**src/rtl/balance_seq.sv**
```systemverilog
// ---------------------------------------------------------------------------
// balance_seq
// Top-level sequencer for the balance-control PID datapath. Qualifies rider
// mount/dismount from the load cells, watches pitch magnitude for tilt faults
// and battery level for mount blocking. It drives the PID's power-up,
// rider-off and gated valid through a 4-state Moore FSM (IDLE/SOFT/RUN/FAULT).
//
// Ports
//   clk        in   system clock
//   rst_n      in   asynchronous active-low reset
//   vld_in     in   inertial sample strobe (pulses or held high)
//   ptch       in   [15:0] signed pitch
//   lft_ld     in   [11:0] unsigned left load cell
//   rght_ld    in   [11:0] unsigned right load cell
//   batt       in   [11:0] unsigned battery reading
//   ss_tmr     in   [7:0]  PID soft-start timer (0xFF = soft start done)
//   pid_vld    out  vld_in gated by SOFT/RUN (combinational, no latency)
//   pwr_up     out  motor drive enable, high in SOFT/RUN
//   rider_off  out  clears PID integrator, high in IDLE/FAULT
//   tilt_fault out  high while in FAULT
//   batt_low   out  registered battery-low flag with hysteresis
//   state      out  [1:0] IDLE=0, SOFT=1, RUN=2, FAULT=3
// ---------------------------------------------------------------------------
module balance_seq #(
    parameter logic [12:0] MIN_RIDER_WT  = 13'h0200,
    parameter logic [12:0] WT_HYST       = 13'h0040,
    parameter int unsigned DEB_SAMPLES   = 4,
    parameter logic [15:0] TILT_LIM      = 16'h1000,
    parameter int unsigned FAULT_SAMPLES = 3,
    parameter logic [11:0] BATT_LOW      = 12'h800
) (
    input  logic        clk,
    input  logic        rst_n,
    input  logic        vld_in,
    input  logic [15:0] ptch,
    input  logic [11:0] lft_ld,
    input  logic [11:0] rght_ld,
    input  logic [11:0] batt,
    input  logic [7:0]  ss_tmr,
    output logic        pid_vld,
    output logic        pwr_up,
    output logic        rider_off,
    output logic        tilt_fault,
    output logic        batt_low,
    output logic [1:0]  state
);

    localparam int unsigned CNT_W  = 8;
    localparam int unsigned SUM_W  = 13;
    localparam int unsigned PTCH_W = 16;

    // Dismount threshold and battery-clear threshold, widened so neither wraps.
    localparam logic [SUM_W-1:0] OFF_THR  = MIN_RIDER_WT - WT_HYST;
    localparam logic [12:0]      BATT_CLR = 13'(BATT_LOW) + 13'd16;

    typedef enum logic [1:0] {
        ST_IDLE  = 2'd0,
        ST_SOFT  = 2'd1,
        ST_RUN   = 2'd2,
        ST_FAULT = 2'd3
    } state_t;

    state_t             r_state;
    state_t             w_nxt_state;

    logic [CNT_W-1:0]   r_mount_cnt;
    logic [CNT_W-1:0]   r_dism_cnt;
    logic [CNT_W-1:0]   r_tilt_cnt;
    logic [CNT_W-1:0]   w_mount_cnt_nxt;
    logic [CNT_W-1:0]   w_dism_cnt_nxt;
    logic [CNT_W-1:0]   w_tilt_cnt_nxt;

    logic               r_batt_low;
    logic               w_batt_low_nxt;

    logic [SUM_W-1:0]   w_wt_sum;
    logic [PTCH_W-1:0]  w_ptch_abs;
    logic               w_on_cond;
    logic               w_off_cond;
    logic               w_tilt_cond;
    logic               w_mount_qual;

    logic               w_mount_hit;
    logic               w_dism_hit;
    logic               w_tilt_hit;
    logic               w_ss_done;
    logic               w_state_chg;

    // Saturating increment so a long qualifying run never wraps back to zero.
    function automatic logic [CNT_W-1:0] f_sat_inc(input logic [CNT_W-1:0] cnt);
        f_sat_inc = (cnt == {CNT_W{1'b1}}) ? cnt : cnt + CNT_W'(1);
    endfunction

    // True when taking one more qualifying sample reaches the required run.
    function automatic logic f_run_done(input logic [CNT_W-1:0] cnt,
                                        input int unsigned      need);
        f_run_done = ((CNT_W+1)'(cnt) + (CNT_W+1)'(1)) >= (CNT_W+1)'(need);
    endfunction

    // Condition arithmetic
    assign w_wt_sum = SUM_W'(lft_ld) + SUM_W'(rght_ld);

    // Two's-complement magnitude; the most negative code saturates to max positive.
    always_comb begin
        w_ptch_abs = ptch;
        if (ptch[PTCH_W-1]) begin
            if (ptch == 16'h8000) begin
                w_ptch_abs = 16'h7FFF;
            end else begin
                w_ptch_abs = PTCH_W'(-ptch);
            end
        end
    end

    assign w_on_cond    = (w_wt_sum >= MIN_RIDER_WT);
    assign w_off_cond   = (w_wt_sum < OFF_THR);
    assign w_tilt_cond  = (w_ptch_abs > TILT_LIM);
    assign w_mount_qual = w_on_cond && !r_batt_low;

    // Exit events: the edge that takes the final qualifying sample of a run.
    assign w_mount_hit = vld_in && w_mount_qual && f_run_done(r_mount_cnt, DEB_SAMPLES);
    assign w_dism_hit  = vld_in && w_off_cond   && f_run_done(r_dism_cnt, DEB_SAMPLES);
    assign w_tilt_hit  = vld_in && w_tilt_cond  && f_run_done(r_tilt_cnt, FAULT_SAMPLES);
    assign w_ss_done   = (ss_tmr == 8'hFF);

    // State register
    always_ff @(posedge clk or negedge rst_n) begin
        if (!rst_n) begin
            r_state <= ST_IDLE;
        end else begin
            r_state <= w_nxt_state;
        end
    end

    // Next-state logic; priority tilt fault > dismount > soft-start complete.
    always_comb begin
        w_nxt_state = r_state;
        case (r_state)
            ST_IDLE: begin
                if (w_mount_hit) begin
                    w_nxt_state = ST_SOFT;
                end
            end
            ST_SOFT: begin
                if (w_tilt_hit) begin
                    w_nxt_state = ST_FAULT;
                end else if (w_dism_hit) begin
                    w_nxt_state = ST_IDLE;
                end else if (w_ss_done) begin
                    w_nxt_state = ST_RUN;
                end
            end
            ST_RUN: begin
                if (w_tilt_hit) begin
                    w_nxt_state = ST_FAULT;
                end else if (w_dism_hit) begin
                    w_nxt_state = ST_IDLE;
                end
            end
            ST_FAULT: begin
                if (w_dism_hit) begin
                    w_nxt_state = ST_IDLE;
                end
            end
            default: w_nxt_state = ST_IDLE;
        endcase
    end

    // Moore output decode straight off the state register.
    always_comb begin
        pwr_up     = 1'b0;
        rider_off  = 1'b1;
        tilt_fault = 1'b0;
        case (r_state)
            ST_SOFT, ST_RUN: begin
                pwr_up    = 1'b1;
                rider_off = 1'b0;
            end
            ST_FAULT: begin
                tilt_fault = 1'b1;
            end
            default: begin
                pwr_up     = 1'b0;
                rider_off  = 1'b1;
                tilt_fault = 1'b0;
            end
        endcase
    end

    assign state   = r_state;
    assign pid_vld = vld_in && ((r_state == ST_SOFT) || (r_state == ST_RUN));

    assign w_state_chg = (w_nxt_state != r_state);

    // Debounce counter next values: clear on state change, else advance on vld.
    always_comb begin
        w_mount_cnt_nxt = r_mount_cnt;
        w_dism_cnt_nxt  = r_dism_cnt;
        w_tilt_cnt_nxt  = r_tilt_cnt;
        if (w_state_chg) begin
            w_mount_cnt_nxt = '0;
            w_dism_cnt_nxt  = '0;
            w_tilt_cnt_nxt  = '0;
        end else if (vld_in) begin
            w_mount_cnt_nxt = w_mount_qual ? f_sat_inc(r_mount_cnt) : '0;
            w_dism_cnt_nxt  = w_off_cond   ? f_sat_inc(r_dism_cnt)  : '0;
            w_tilt_cnt_nxt  = w_tilt_cond  ? f_sat_inc(r_tilt_cnt)  : '0;
        end
    end

    // Debounce counter registers
    always_ff @(posedge clk or negedge rst_n) begin
        if (!rst_n) begin
            r_mount_cnt <= '0;
            r_dism_cnt  <= '0;
            r_tilt_cnt  <= '0;
        end else begin
            r_mount_cnt <= w_mount_cnt_nxt;
            r_dism_cnt  <= w_dism_cnt_nxt;
            r_tilt_cnt  <= w_tilt_cnt_nxt;
        end
    end

    // Battery-low hysteresis, sampled only on vld strobes.
    always_comb begin
        w_batt_low_nxt = r_batt_low;
        if (vld_in) begin
            if (batt < BATT_LOW) begin
                w_batt_low_nxt = 1'b1;
            end else if (13'(batt) >= BATT_CLR) begin
                w_batt_low_nxt = 1'b0;
            end
        end
    end

    always_ff @(posedge clk or negedge rst_n) begin
        if (!rst_n) begin
            r_batt_low <= 1'b0;
        end else begin
            r_batt_low <= w_batt_low_nxt;
        end
    end

    assign batt_low = r_batt_low;

endmodule

```
**config.mk**
```make
export PLATFORM = sky130hd
export DESIGN_NAME = balance_seq
export DESIGN_NICKNAME = d
export VERILOG_FILES = /design/src/rtl/balance_seq.sv
export SDC_FILE = /design/constraint.sdc
export NUM_CORES = 1
export LEC_CHECK = 0
export ABC_AREA = 1
export CORE_MARGIN = 1.5
export CORE_UTILIZATION = 35
export DETAILED_ROUTE_END_ITERATION = 10
export SLEW_MARGIN = 40
export SYNTH_ARGS = -nofsm -noshare
export SYNTH_HDL_FRONTEND = slang
export SYNTH_SLANG_ARGS = --single-unit
```
**constraint.sdc**
```tcl
create_clock -name clk -period 3.2 [get_ports clk]
set_clock_uncertainty 0.1 [all_clocks]
set_input_delay 0.64 -clock clk [delete_from_list [all_inputs] [get_ports clk]]
set_output_delay 0.64 -clock clk [all_outputs]
set_load 0.01 [all_outputs]
```
# == Word level (Yosys, flattened, before mapping) ==
# Index checks and enable logic that the tools add are counted.
# totals
reg_bits,27
in_bits,63
out_inout_bits,7
word_cells,77
# classes
n_addsub,8
magnitude_cmp,8
eq_ne,12
mux,26
reduce_logical,18
# op_table
cell,n
$mux 8,12
$eq 8x8->1 const B,4
$mux 16,2
$add 8x1->9 const B,3
$add 8x1->8 const B,3
$ge 9x3->1 const B,2
$eq 16x16->1 const B,1
$gt 16x13->1 const B,1
$neg 16->16,1
$add 12x12->13,1
$ge 13x10->1 const B,1
$lt 13x9->1 const B,1
$ge 12x12->1 const B,1
$lt 12x12->1 const B,1
$mux 2,6
$ge 9x2->1 const B,1
$ne 3x3->1 const B,3
$logic_and 1x1->1,8
$pmux 2 s4,1
$reduce_and 2->1,4
$mux 1,5
$eq 2x2->1 const B,2
$reduce_bool 2->1,2
$eq 2x1->1 const B,1
5 further kinds,5

# == Logic depth before layout (Yosys ltp) ==
# depth
ltp_word,11
ltp_mapped,25
depth_no_buf,24

# == Worst setup path after synthesis ==
# Ideal clock, no wire load.
# synth_path
path_kind,in2reg
start,input port lft_ld[0]
end,register r_dism_cnt[0]
setup_time_ns,0.117
arrival_ns,2.868
required_ns,2.983
slack_ns,0.116
path_stages,23
path_buffers,1
path_cell_list,ha_1 > fa_1 > nand2_1 > nand2_1 > nand2_1 > nand2_1 > nand2_1 > nand3_1 > nand2_1 > inv_2 > nand2_2 > nor2_8 > nor2_8 > nand2_2 > nand2_1 > nand2_1 > nand2_1 > nand2_1 > nand2_4 > nand3_4 > buf_6 > nand3_1 > nand2_1
# synth_between
elab_chain_cells,10
word_cells_on_any_way,21
classes_between,add/sub (1); order compare (2); eq/ne (2); mux (9); reduce/logical (7)
# synth_rtl
element,line_no,source
from (decl),36,"input logic [11:0] lft_ld,"
$add 12x12->13 (*),101,assign w_wt_sum = SUM_W'(lft_ld) + SUM_W'(rght_ld);
$lt 13x9->1 or $ge 13x10->1 (tied branches),"116, 115",
"$logic_and 1x1->1, on equally long branches","122, 118",
"$logic_and 1x1->1, on equally long branches","122, 121",
"$mux 2, or another cell as far along","156, 161",
"$mux 2, on equally long branches","154, 140, 145",
$pmux 2 s4,138,case (r_state)
$ne 2x2->1,193,assign w_state_chg = (w_nxt_state != r_state);
$ne 3x3->1 (no source line) or $reduce_bool 2->1 (tied branches),n/a,
$reduce_and 2->1 (no source line),n/a,
to (signal assigned),219,r_dism_cnt <= w_dism_cnt_nxt;
to (decl),67,logic [CNT_W-1:0] r_dism_cnt;
# Every way passes the cells marked *; elsewhere a longest branch is shown, timed or not. The select of a mux whose other input is x is not followed.
# A chain may end at the register's enable or synchronous reset.

# == Final worst setup path ==
# layout_path
start,input port rght_ld[0]
end,register r_dism_cnt[0]
# layout_between
elab_chain_cells,10
word_cells_on_any_way,21
classes_between,add/sub (1); order compare (2); eq/ne (2); mux (9); reduce/logical (7)
# layout_rtl
element,line_no,source
from (decl),37,"input logic [11:0] rght_ld,"
$add 12x12->13 (*),101,
$lt 13x9->1 or $ge 13x10->1 (tied branches),"116, 115",
"$logic_and 1x1->1, on equally long branches","122, 118",
"$logic_and 1x1->1, on equally long branches","122, 121",
"$mux 2, or another cell as far along","156, 161",
"$mux 2, on equally long branches","154, 140, 145",
$pmux 2 s4,138,
$ne 2x2->1,193,
$ne 3x3->1 (no source line) or $reduce_bool 2->1 (tied branches),n/a,
$reduce_and 2->1 (no source line),n/a,
# Marked as above.

==> flow_summary.ini <==
[global_routing]
grt_antenna_before_repair = 0
grt_pass1_wl_um = 14700
grt_use_total_pct = 17.6
first_global_vias = 3390
grt_max_degree = 28
grt_overflow = 0

[final_layout]
area.growth.synth_to_final_pct = 49.4
utilization_pct = 53.8
drive_above_1_share_pct = 24.4
antenna_cells = 0
fin_nets = 740
fin_area_um2 = 4970

[floorplanning]
die_area_um2 = 10100
die_x_um = 101
fp-row-count = 35
io_pins = 70
coreArea_um2 = 9240
initial_core_util_pct = 36.0
die_h_um = 101

[route]
dr_total_vias = 3712
via_per_inst = 4.75
wl_um = 9230
antenna_left = 0
post-route-drc-count = 0
dr.pass1.iters = 5
post_drt_wl_per_cell_um = 11.8
drtIter0Drc = 120

[logic_synthesis]
synthCells = 539
synth_area_per_cell_um2 = 6.17
synthTopCellsByArea = nand2_1 21%, dfrtp_1 20%, nand3_1 8.9%, ha_1 8.6%, nor2_1 7.2%
synth_area_leader_cell = nand2_1
yosysSeqAreaShare_pct = 20.3
synth_nets = 626
synth-xor-area-share_pct = 4.74
synth-edff-count = 0
synth.distinct_cells = 37
yosysTopAreaCellShare_pct = 21.3
synth_compound_area_share_pct = 4.32
ys_ff_latch = 27
ys.flop_type = dfrtp_1
synth_top_family_by_area = simple AND/OR/NAND/NOR gates
synth.mux.area_fraction_pct = 0
yosysWarnings = 0
synth_fa_ha_area_share_pct = 9.25
synthSimpleGateAreaFrac_pct = 52.3
syn-cell-area_um2 = 3330
async_reset_ff_share_pct = 100

[sta]
finalSetupViolations = 0
hold_viol_final = 0
setup_slack_ps = 202
min_period_ps = 3000
worstMarginPinSlew_ps = 379
slew_headroom_pct = 74.8
fin_hold_ws_ps = 402
min_period_over_period_pct = 93.7
fmax_mhz = 334
drv_slew = 0

[placed_design]
port_buffers = 65
place_congestion = 0.828
dpl_cell_area_um2 = 4400
dpl.hpwl_um = 6730
preCtsSetupSlack_ps = -587

[clocking]
clock_path_buffers = 2
insertion_delay_ps = 290
cts_made_buffers = 3
cts_root_buffer = clkbuf_8
htree_num_levels = 1
cts_tree = yes
clkSinkCount = 27
clk_pin_slew_ps = 90

[power]
clockPowerShare_pct = 8.8
power.internal_mw = 1.23
peakVddDrop_mv = 0.447
leakage_nw = 2.63
pwr-share-comb_pct = 73.7
switching_power_mw = 1.13
seqPwrFrac_pct = 17.5
p_sw_share_pct = 47.7
power_density_nw_per_um2 = 474

[job]
max_cap_violations = 0

[outcome]
status = finished clean

[worst_setup_path]
startpoint_type = input port
required_ps = 3280
cp_max_fo = 5
critical_path_class = in -> reg
crit_path_end_kind = flop
arrival_ps = 3080

[hold_path]
holdCritPathClass = reg -> reg
-- flip-flops by register name (all words and copies together), names as in the netlist --
name         cells
batt_low         1
r_dism_cnt       8
r_mount_cnt      8
r_tilt_cnt       8
state            2
-- layer usage --
metal	global-route usage (%)	part of all wire [%]	wire length, um	vias to the layer above
met1	22.4	46	4280	1700
met4	1.95	0.56	52	0
met2	32.4	49	4540	65
met3	2.64	3.8	353	6
met5	0	0	0	-
li1	-	-	-	1941
-- worst max-delay path, cell delays in order --
cell and delay, ps:
clkbuf_2 100, ha_4 160, fa_2 340, nand2_1 70
nand2_1 70, nand2_1 60, nand2_1 70, nand2_1 80
nand2_1 50, nand2_1 60, nand2_1 60, inv_2 60
nand2_4 60, nor2_8 120, nand3_2 90, nand3b_1 100
nand3_2 80, nand2_2 80, nand2_2 60, nand2_4 130
buf_6 120, nand4_4 140, buf_6 170, nand3_1 60
nand2_1 50
-- cells in the mapped netlist (4+ instances only) --
master / number
dfrtp_1: 27
nor2_1: 64
nand4_1: 6
nand2_2: 8
nand3b_1: 5
nor2_2: 10
buf_6: 4
o21ai_0: 7
nand2_4: 5
nand3_1: 59
a21oi_1: 15
nor3_1: 9
xor2_1: 13
inv_2: 6
inv_1: 57
xnor2_1: 5
nand2_1: 189
ha_1: 23
-- metrics by stage --
step / TNS [ps] / std cells / total power, mW
finish: 0 / 781 / 2.36
global route: -58.2 / 781 / 2.53
detailed placement: -13560 / 768 / 1.75
CTS: 0 / 778 / 2.19
global placement: -12930 / 768 / 1.72
floorplan: 0 / 539 / 1.27
-- cell families (layout without fill, tap and decap cells) --
kind of cell,Yosys count,in the layout
XOR/XNOR,18,18
buffers and inverters,71,181
AO/OA/AOI/OAI,27,27
flip-flops,27,27
adder cells (fa/ha/maj),24,24
AND/OR/NAND/NOR,372,375
-- power groups by stage --
stage	logic [mW]	registers, mW	clock network (mW)
after CTS	1.57	0.410	0.213
after detailed placement	1.33	0.417	0
after global placement	1.31	0.417	0
after floorplan	0.850	0.415	0
final	1.74	0.413	0.207
after global routing	1.88	0.420	0.229
-- final timing paths --
kind,start,to,slack [ps],cells past startpoint
max,rght_ld[0],r_dism_cnt[0],200,25
max reg2reg,r_tilt_cnt[1],r_dism_cnt[0],450,16
max in group asynchronous,rst_n,r_dism_cnt[6],2080,2
min,r_dism_cnt[7],r_dism_cnt[7],400,2
min in group asynchronous,rst_n,r_mount_cnt[4],630,2
min reg2reg,r_dism_cnt[7],r_dism_cnt[7],400,2
-- cells in the final DEF, fill, tap and decap left out, types with 9 or more instances in the layout --
master	n
ha_1	11
nor2_1	54
a21oi_1	11
buf_6	9
dlymetal6s2s_1	28
clkdlybuf4s50_1	32
xor2_1	13
nor2_2	18
nand2_1	169
nand3_1	51
nand2_2	23
dfrtp_1	27
ha_4	11
inv_1	55
nor3_1	9
buf_4	40
nand3_2	11
-- repair_timing --
action	CTS	global route
setup buffers	4	2
hold buffers	0	0
endpoints found under the setup margin	24	24
pin swaps	19	39
gates resized for setup	22	98
cloned	2	1
-- area by class of cell --
type,instances,area (um^2)
multi-input combinational,444,2730
inverter,63,236
clock inverter,1,5.00
fill,895,4270
clock buffer,3,41.3
timing repair buffer,114,1120
tap,129,161
sequential,27,676
Power figures use the tool's default switching activity.
